==> src/rtl/seq_shifter_if.sv <==
// Start/busy/done handshake bundle for the multi-cycle shifter.
// The master side issues requests and the slave side returns results.
interface seq_shifter_if #(
  parameter int WIDTH = 16,
  parameter int AMT_W = 4
);
  logic             start;
  logic [WIDTH-1:0] in;
  logic [2:0]       op;
  logic [AMT_W-1:0] amt;
  logic [WIDTH-1:0] out;
  logic             busy;
  logic             done;
  logic             err;

  modport master (
    output start, in, op, amt,
    input  out, busy, done, err
  );

  modport slave (
    input  start, in, op, amt,
    output out, busy, done, err
  );
endinterface

==> src/rtl/seq_shifter.sv <==
// Multi-cycle 16-bit shifter/rotator: one single-bit step per clock, amt steps per request.
// Illegal opcodes finish immediately with err set and the operand passed through.
//
// state | meaning
// IDLE  | waiting for start; out/err hold the last result
// SHIFT | applying one bit step per cycle until count reaches 1
// DONE  | done pulse; out/err valid; return to IDLE
module seq_shifter #(
  parameter int WIDTH = 16,
  parameter int AMT_W = 4
) (
  input logic        clk,
  input logic        rst,
  seq_shifter_if.slave bus
);

  typedef enum logic [1:0] {
    IDLE  = 2'd0,
    SHIFT = 2'd1,
    DONE  = 2'd2
  } state_t;

  localparam logic [2:0] OP_ROL = 3'b000;
  localparam logic [2:0] OP_ROR = 3'b001;
  localparam logic [2:0] OP_SLL = 3'b010;
  localparam logic [2:0] OP_SRA = 3'b011;
  localparam logic [2:0] OP_SRL = 3'b100;

  state_t           state;
  logic [WIDTH-1:0] out_q;
  logic [2:0]       op_q;
  logic [AMT_W-1:0] count;
  logic             err_q;

  function automatic logic [WIDTH-1:0] step(input logic [WIDTH-1:0] v, input logic [2:0] o);
    logic [WIDTH-1:0] r;
    r = v;
    case (o)
      OP_ROL:  r = {v[WIDTH-2:0], v[WIDTH-1]};
      OP_ROR:  r = {v[0], v[WIDTH-1:1]};
      OP_SLL:  r = {v[WIDTH-2:0], 1'b0};
      OP_SRA:  r = {v[WIDTH-1], v[WIDTH-1:1]};
      OP_SRL:  r = {1'b0, v[WIDTH-1:1]};
      default: r = v;
    endcase
    return r;
  endfunction

  always_ff @(posedge clk or posedge rst) begin
    if (rst) begin
      state <= IDLE;
      out_q <= '0;
      op_q  <= '0;
      count <= '0;
      err_q <= 1'b0;
    end else begin
      case (state)
        IDLE: begin
          // start is only honoured here, so requests during SHIFT/DONE are dropped
          if (bus.start) begin
            out_q <= bus.in;
            op_q  <= bus.op;
            count <= bus.amt;
            if (bus.op > OP_SRL) begin
              err_q <= 1'b1;
              state <= DONE;
            end else begin
              err_q <= 1'b0;
              state <= (bus.amt == '0) ? DONE : SHIFT;
            end
          end
        end
        SHIFT: begin
          out_q <= step(out_q, op_q);
          count <= count - 1'b1;
          if (count == AMT_W'(1)) state <= DONE;
        end
        DONE: begin
          state <= IDLE;
        end
        default: begin
          state <= IDLE;
        end
      endcase
    end
  end

  assign bus.out  = out_q;
  assign bus.err  = err_q;
  assign bus.busy = (state != IDLE);
  assign bus.done = (state == DONE);

endmodule

==> src/flat_wrapper.sv <==
// flat-port wrapper written by rule: the top's interface ports become plain ports
module seq_shifter_flat 
#(
  parameter int WIDTH = 16,
  parameter int AMT_W = 4
)
  (clk, rst, bus_start, bus_in, bus_op, bus_amt, bus_out, bus_busy, bus_done, bus_err);
  seq_shifter_if #(.WIDTH(WIDTH), .AMT_W(AMT_W)) bus_i ();
  input logic clk;
  input logic rst;
  input wire logic [$bits(bus_i.start)-1:0] bus_start;
  input wire logic [$bits(bus_i.in)-1:0] bus_in;
  input wire logic [$bits(bus_i.op)-1:0] bus_op;
  input wire logic [$bits(bus_i.amt)-1:0] bus_amt;
  output wire logic [$bits(bus_i.out)-1:0] bus_out;
  output wire logic [$bits(bus_i.busy)-1:0] bus_busy;
  output wire logic [$bits(bus_i.done)-1:0] bus_done;
  output wire logic [$bits(bus_i.err)-1:0] bus_err;
  assign bus_i.start = bus_start;
  assign bus_i.in = bus_in;
  assign bus_i.op = bus_op;
  assign bus_i.amt = bus_amt;
  assign bus_out = bus_i.out;
  assign bus_busy = bus_i.busy;
  assign bus_done = bus_i.done;
  assign bus_err = bus_i.err;
  seq_shifter #(.WIDTH(WIDTH), .AMT_W(AMT_W)) u_core (.clk(clk), .rst(rst), .bus(bus_i));
endmodule
==> config.mk <==
export PLATFORM = sky130hd
export DESIGN_NAME = seq_shifter_flat
export DESIGN_NICKNAME = d
export VERILOG_FILES = /design/src/rtl/seq_shifter_if.sv /design/src/rtl/seq_shifter.sv /design/src/flat_wrapper.sv
export SDC_FILE = /design/constraint.sdc
export NUM_CORES = 1
export LEC_CHECK = 0
export CAP_MARGIN = 0
export CORE_MARGIN = 2
export CORE_UTILIZATION = 53
export CTS_BUF_LIST = sky130_fd_sc_hd__clkbuf_4 sky130_fd_sc_hd__clkbuf_8 sky130_fd_sc_hd__clkbuf_16
export CTS_CLUSTER_DIAMETER = 50
export CTS_CLUSTER_SIZE = 10
export DETAILED_ROUTE_END_ITERATION = 10
export PLACE_DENSITY = 0.92
export SKIP_LAST_GASP = 1
export SYNTH_ARGS = -nofsm -noshare
export SYNTH_HDL_FRONTEND = slang
export SYNTH_SLANG_ARGS = --single-unit
==> constraint.sdc <==
create_clock -name clk -period 4.9 [get_ports clk]
set_clock_uncertainty 0.15 [all_clocks]
set_input_delay 0.98 -clock clk [delete_from_list [all_inputs] [get_ports clk]]
set_output_delay 0.98 -clock clk [all_outputs]
set_load 0.02 [all_outputs]
==> flow_summary_export.csv <==
group,metric,value,unit
timing,hold_viol,0,
synth,synth.area.mux_share,15.1,%
timing,hold_slack,362,ps
power_and_ir_drop,p_per_area,718,nW/µm²
critical_path,cp.required,3770,ps
detailed_routing,wl_per_cell,14.6,µm
synth,synth_top_area_share,35.5,%
grt,grt_max_degree,32,
timing,clock.fmax,0.342,GHz
synth,ys_async_sr_fraction,100,%
synth,synth-edff-count,0,
placed_design,port_buffers,44,
critical_path,cp_max_fo,16,
die,die_h,62.8,µm
power_and_ir_drop,leakagePower,0.951,nW
synth,ys_top_cells_by_area,"dfrtp_1 (35%), mux2_2 (8.0%), mux2i_1 (7.1%)",
synth,synth_ff_type,"dfrtp_1",
synth,synth_top_family_by_area,"compound AO/OA/AOI/OAI gates",
timing,worstMarginPinSlew,1000,ps
synth,synth_area,1830,µm²
finish,fillers,276,
die,rows,21,
die,dieArea,3950,µm²
detailed_routing,drtAntennaViolNets,0,
worst_hold_path,min_to,"u_core.bus.err",
finish,fin_area,2270,µm²
timing,tns,0,ps
finish,multi_input_area,1060,µm²
detailed_routing,first_pass_iters,5,
clocking,clockBufferDepth,2,
flow_run,maxCapViolations,0,
grt,antenna_found_initial,0,
die,fp.dieW,62.8,µm
synth,synth_nets,240,
timing,setup_viol,0,
synth,post_synth.cell_area_avg,8.65,µm²
worst_hold_path,hold_path_depth,2,
clocking,clk_pin_slew,140,ps
power_and_ir_drop,p_total,0.00163,W
synth,yosys.area_share.simple,17.7,%
timing,drv_slew,0,
clocking,cts_resized,0,
worst_hold_path,hold_path.startpoint,"u_core.bus.err",
detailed_routing,drc,0,
clocking,cts_hold_buf,0,
critical_path,reg2reg_to,"u_core.bus.out[14]",
placed_design,gp_congestion,0.774,
synth,ys_ff_latch,26,
die,core,3340,µm²
critical_path,worstSetupPathType,"reg -> out",
clocking,post_cts_buffers,0,
timing,relSlewSlack,33.0,%
placed_design,dpl.hpwl,2990,µm
detailed_routing,drtIter0Drc,105,
finish,drive_above_1_share,9.80,%
synth,yosys.area.top_type,"dfrtp_1",
run_status,status,"complete, no violations",
clocking,cts_root_buf,"clkbuf_4",
synth,synth-xor-area-share,0.477,%
grt,grt_pass1_vias,1609,
finish,diodes,0,
critical_path,start_kind,"flip-flop",
grt,overflow,0,
grt,grt_use_total,23.1,%
die,initial_core_util,55.0,%
clocking,insertion_delay,320,ps
synth,yosys_warnings,0,
finish,syn_to_final_growth,23.9,%
synth,synth_cell_types,39,
synth,synthAdderAreaFrac,1.36,%
critical_path,crit_path_end_kind,"output port",
timing,rsz0062_at_grt,"false",
placed_design,placed_cell_area,2240,µm²
critical_path,reg2reg_from,"u_core.op_q[2]",
clocking,clock_sinks,26,
synth,ys_seq_area_share,35.5,%
clocking,numCtsBuffers,3,
clocking,htreeDepth,1,
timing,finalCritPeriodShare,59.6,%
finish,nets,274,
detailed_routing,wl,4250,µm
worst_hold_path,hp-class,"reg -> reg",
power_and_ir_drop,ir_drop,0.000350,V
synth,synth_compound_area_share,23.3,%
die,pin_count,45,
critical_path,critPathArrivalTime,1790,ps
detailed_routing,vias,1666,
synth,syn_inst,212,
finish,seq_area,651,µm²
critical_path,r2r_slack,2370,ps
clocking,cts_tree,"yes",
grt,grt_first_pass_wirelength,7550,µm
critical_path,ff2ff_path_depth,4,
timing,fin_crit,2920,ps
detailed_routing,vias_per_cell,5.73,
-- layout make-up --
type                            count  area share, %
Inverter                            5          0.826
Clock buffer                        4           1.60
Sequential cell                    26           28.6
Multi-Input combinational cell    165           46.7
Timing Repair Buffer               45           19.7
Tap cell                           46           2.53
-- per-stage QoR --
step	setup WS, ps	std cells	utilization, %
6_report	1980	291	68.1
5_1_grt	1910	291	68.1
4_1_cts	1990	291	68.1
3_5_place_dp	2090	287	67.0
3_3_place_gp	2160	287	67.0
2_1_floorplan	2810	212	-
-- logic make-up after synthesis --
logic type	Yosys count
adder cells (fa/ha/maj)	2
XOR/XNOR	1
buffers and inverters	21
AO/OA/AOI/OAI	65
multiplexers	26
flip-flops	26
AND/OR/NAND/NOR	71
-- cells in the mapped netlist, types with 3 or more instances --
master,n
nor2_1,32
dfrtp_1,26
o21ai_0,18
a21oi_1,17
nand2_1,17
mux2_2,13
mux2i_1,13
a22o_1,10
buf_2,6
inv_1,5
nor2b_1,5
nand2b_1,4
nand3_1,4
buf_4,3
buf_6,3
clkbuf_1,3
-- power by group --
group	switching (W)	internal, W
clock	0.0000653	0.0000454
combinational	0.000477	0.000505
sequential	0.000215	0.000324
total	0.000758	0.000874
-- critical path, cell delays in order, from the launching register on --
cell and delay (ps):
dfrtp_1 580, or2_2 370, clkdlybuf4s50_1 540
-- worst max path at each step --
stage,from,end,slack (ps)
after floorplan,u_core.state[0],bus_busy,2810
after global placement,bus_start,u_core.bus.out[4],2160
after detailed placement,bus_start,u_core.bus.out[1],2090
after CTS,u_core.state[0],bus_busy,1990
after global routing,u_core.state[0],bus_busy,1910
final,u_core.state[0],bus_busy,1980
-- registers in the layout, summed over array words and instances, names as in the netlist --
name,flops
u_core.bus.err,1
u_core.bus.out,16
u_core.count,4
u_core.op_q,3
u_core.state,2
-- metal layers --
metal	up-vias	track usage, %	share of wire, %
li1	821	-	-
met1	798	31.7	45
met2	43	39.4	50
met3	4	2.34	4.3
met4	0	5.56	0.85
met5	-	0	0
-- placed cells by master (no fill, tap or decap) --
| cell | n |
|---|---|
| a21o_1 | 1 |
| a21oi_1 | 17 |
| a221oi_1 | 1 |
| a22o_1 | 10 |
| a31o_2 | 1 |
| a31oi_1 | 2 |
| a32oi_1 | 1 |
| buf_4 | 1 |
| clkbuf_4 | 3 |
| clkbuf_8 | 1 |
| clkdlybuf4s50_1 | 44 |
| dfrtp_1 | 26 |
| ha_1 | 2 |
| inv_1 | 5 |
| mux2_2 | 13 |
| mux2i_1 | 13 |
| nand2_1 | 17 |
| nand2b_1 | 4 |
| nand3_1 | 4 |
| nand3b_1 | 2 |
| nor2_1 | 32 |
| nor2b_1 | 5 |
| nor3_1 | 1 |
| nor3b_1 | 1 |
| nor4bb_1 | 1 |
| o211ai_1 | 2 |
| o21ai_0 | 18 |
| o21ai_2 | 1 |
| o21bai_1 | 2 |
| o22a_1 | 2 |
| o22ai_1 | 2 |
| o31a_1 | 2 |
| o31ai_1 | 1 |
| o31ai_2 | 2 |
| or2_1 | 1 |
| or2_2 | 2 |
| or4_1 | 1 |
| xor2_1 | 1 |
Power figures use the tool's default switching activity.
==> patch: new RTL, same flow settings <==
The 3 states of `state_t` get a one-hot encoding in 3 bits.
--- a/src/rtl/seq_shifter.sv
+++ b/src/rtl/seq_shifter.sv
@@ -16,6 +16,6 @@
 
-  typedef enum logic [1:0] {
-    IDLE  = 2'd0,
-    SHIFT = 2'd1,
-    DONE  = 2'd2
+  typedef enum logic [2:0] {
+    IDLE  = 3'b001,
+    SHIFT = 3'b010,
+    DONE  = 3'b100
   } state_t;
Formal check against the unedited RTL: same outputs for any inputs over 10 cycles, from zero or initial values and one cycle with rst high; not proved beyond that.
==> patch against the original RTL <==
Largest power group unchanged; final area is 7.6% lower; critical path depth stayed put; power is 22% lower; critical path type unchanged; global-route usage is 0.63 points higher; utilization is 1.3 points higher; routed wire length is 5.4% lower; sequential share of layout area is 3.6 points higher; clock power is 8% lower; sequential cell count is 1 higher; area after synthesis is 9.1% lower; worst setup slack worse by 0.13 ns; register-to-register slack better by 0.09 ns.
==> patch: results (changes against the original RTL) <==
* Status: complete, no violations (unchanged)
* 1st-iter DRT viols at 121 (was 105)
* Synth area leaders: dfrtp_1 39%, a221oi_1 7.4%, o21ai_0 6.9% (was dfrtp_1 35%, mux2_2 8.0%, mux2i_1 7.1%)
* P per Cell Area at 605 mW/mm^2 (was 718 mW/mm^2)
* Routed wl met2 at 2040 um (was 2130 um)
* Worst EP arrival at 1.92 ns (was 1.79 ns)
* Area growth from synthesis to layout at 26.1% (was 23.9%)
* GRT Total Usage at 23.8% (was 23.1%)
* Rel. slew slack at 31.8% (was 33.0%)
* Synth top cells by count: 30 x nand2_1, 26 x dfrtp_1, 23 x o21ai_0 (was 32 x nor2_1, 26 x dfrtp_1, 18 x o21ai_0)
* Vias per cell at 6.20 (was 5.73)
* Wire per inst at 15.1 um (was 14.6 um)
* Placed Area at 0.00207 mm^2 (was 0.00224 mm^2)
* Metal-1 WL at 1690 um (was 1900 um)
* Reg2Reg Launch Point: u_core.state[2]$_DFFE_PP0P_ (was u_core.op_q[2]$_DFFE_PP0P_)
* Reg2reg end: u_core.bus.out[0]$_DFFE_PP0P_ (was u_core.bus.out[14]$_DFFE_PP0P_)
* Inverter count at 4 (was 5)
* Layout cells sized above 1 at 6.31% (was 9.80%)
* Largest net degree at the start of global routing at 28 (was 32)
* Hold slack final at 0.354 ns (was 0.362 ns)
* Multi-input combinational area share at 41.3% (was 46.7%)
* Cell-internal power at 690 uW (was 874 uW)
* CP peak stage delay at 0.61 ns (was 0.58 ns)
* First-pass GRT wire length at 6650 um (was 7550 um)
* Sequential area share after synthesis at 40.6% (was 35.5%)
* DRT Wirelength at 4020 um (was 4250 um)
* Sequential cell power at 463 uW (was 539 uW)
* Nets at 251 (was 274)
* Placement Setup Slack at 2.21 ns (was 2.09 ns)
* Worst VDD drop at 0.000379 V (was 0.000350 V)
* Syn nets at 218 (was 240)
* Met2 usage at 42.5% (was 39.4%)
## patch: cell count changes in the layout (fill, tap and decap cells not counted), moves of 12 or more
cell      unedited run  this run
a21o_1               1        14
a221oi_1             1        14
a31oi_1              2        15
mux2_2              13         1
mux2i_1             13         1
nand2_1             17        30
nor2_1              32         5
## patch: cell families after synthesis
kind of cell | share of synthesized area (%)
adder cells (fa/ha/maj) | 1.50
multiplexers | 1.28
buffers and inverters | 7.28
AO/OA/AOI/OAI | 33.4
AND/OR/NAND/NOR | 15.9
flip-flops | 40.6
## patch: worst min path at each step
stage	endpoint	cells past startpoint
after detailed placement	u_core.bus.err$_DFFE_PP0P_	2
after global placement	u_core.bus.err$_DFFE_PP0P_	2
after floorplan	u_core.count[1]$_DFFE_PP0P_	2
after CTS	u_core.bus.err$_DFFE_PP0P_	2
after global routing	u_core.bus.err$_DFFE_PP0P_	2
final	u_core.bus.err$_DFFE_PP0P_	2
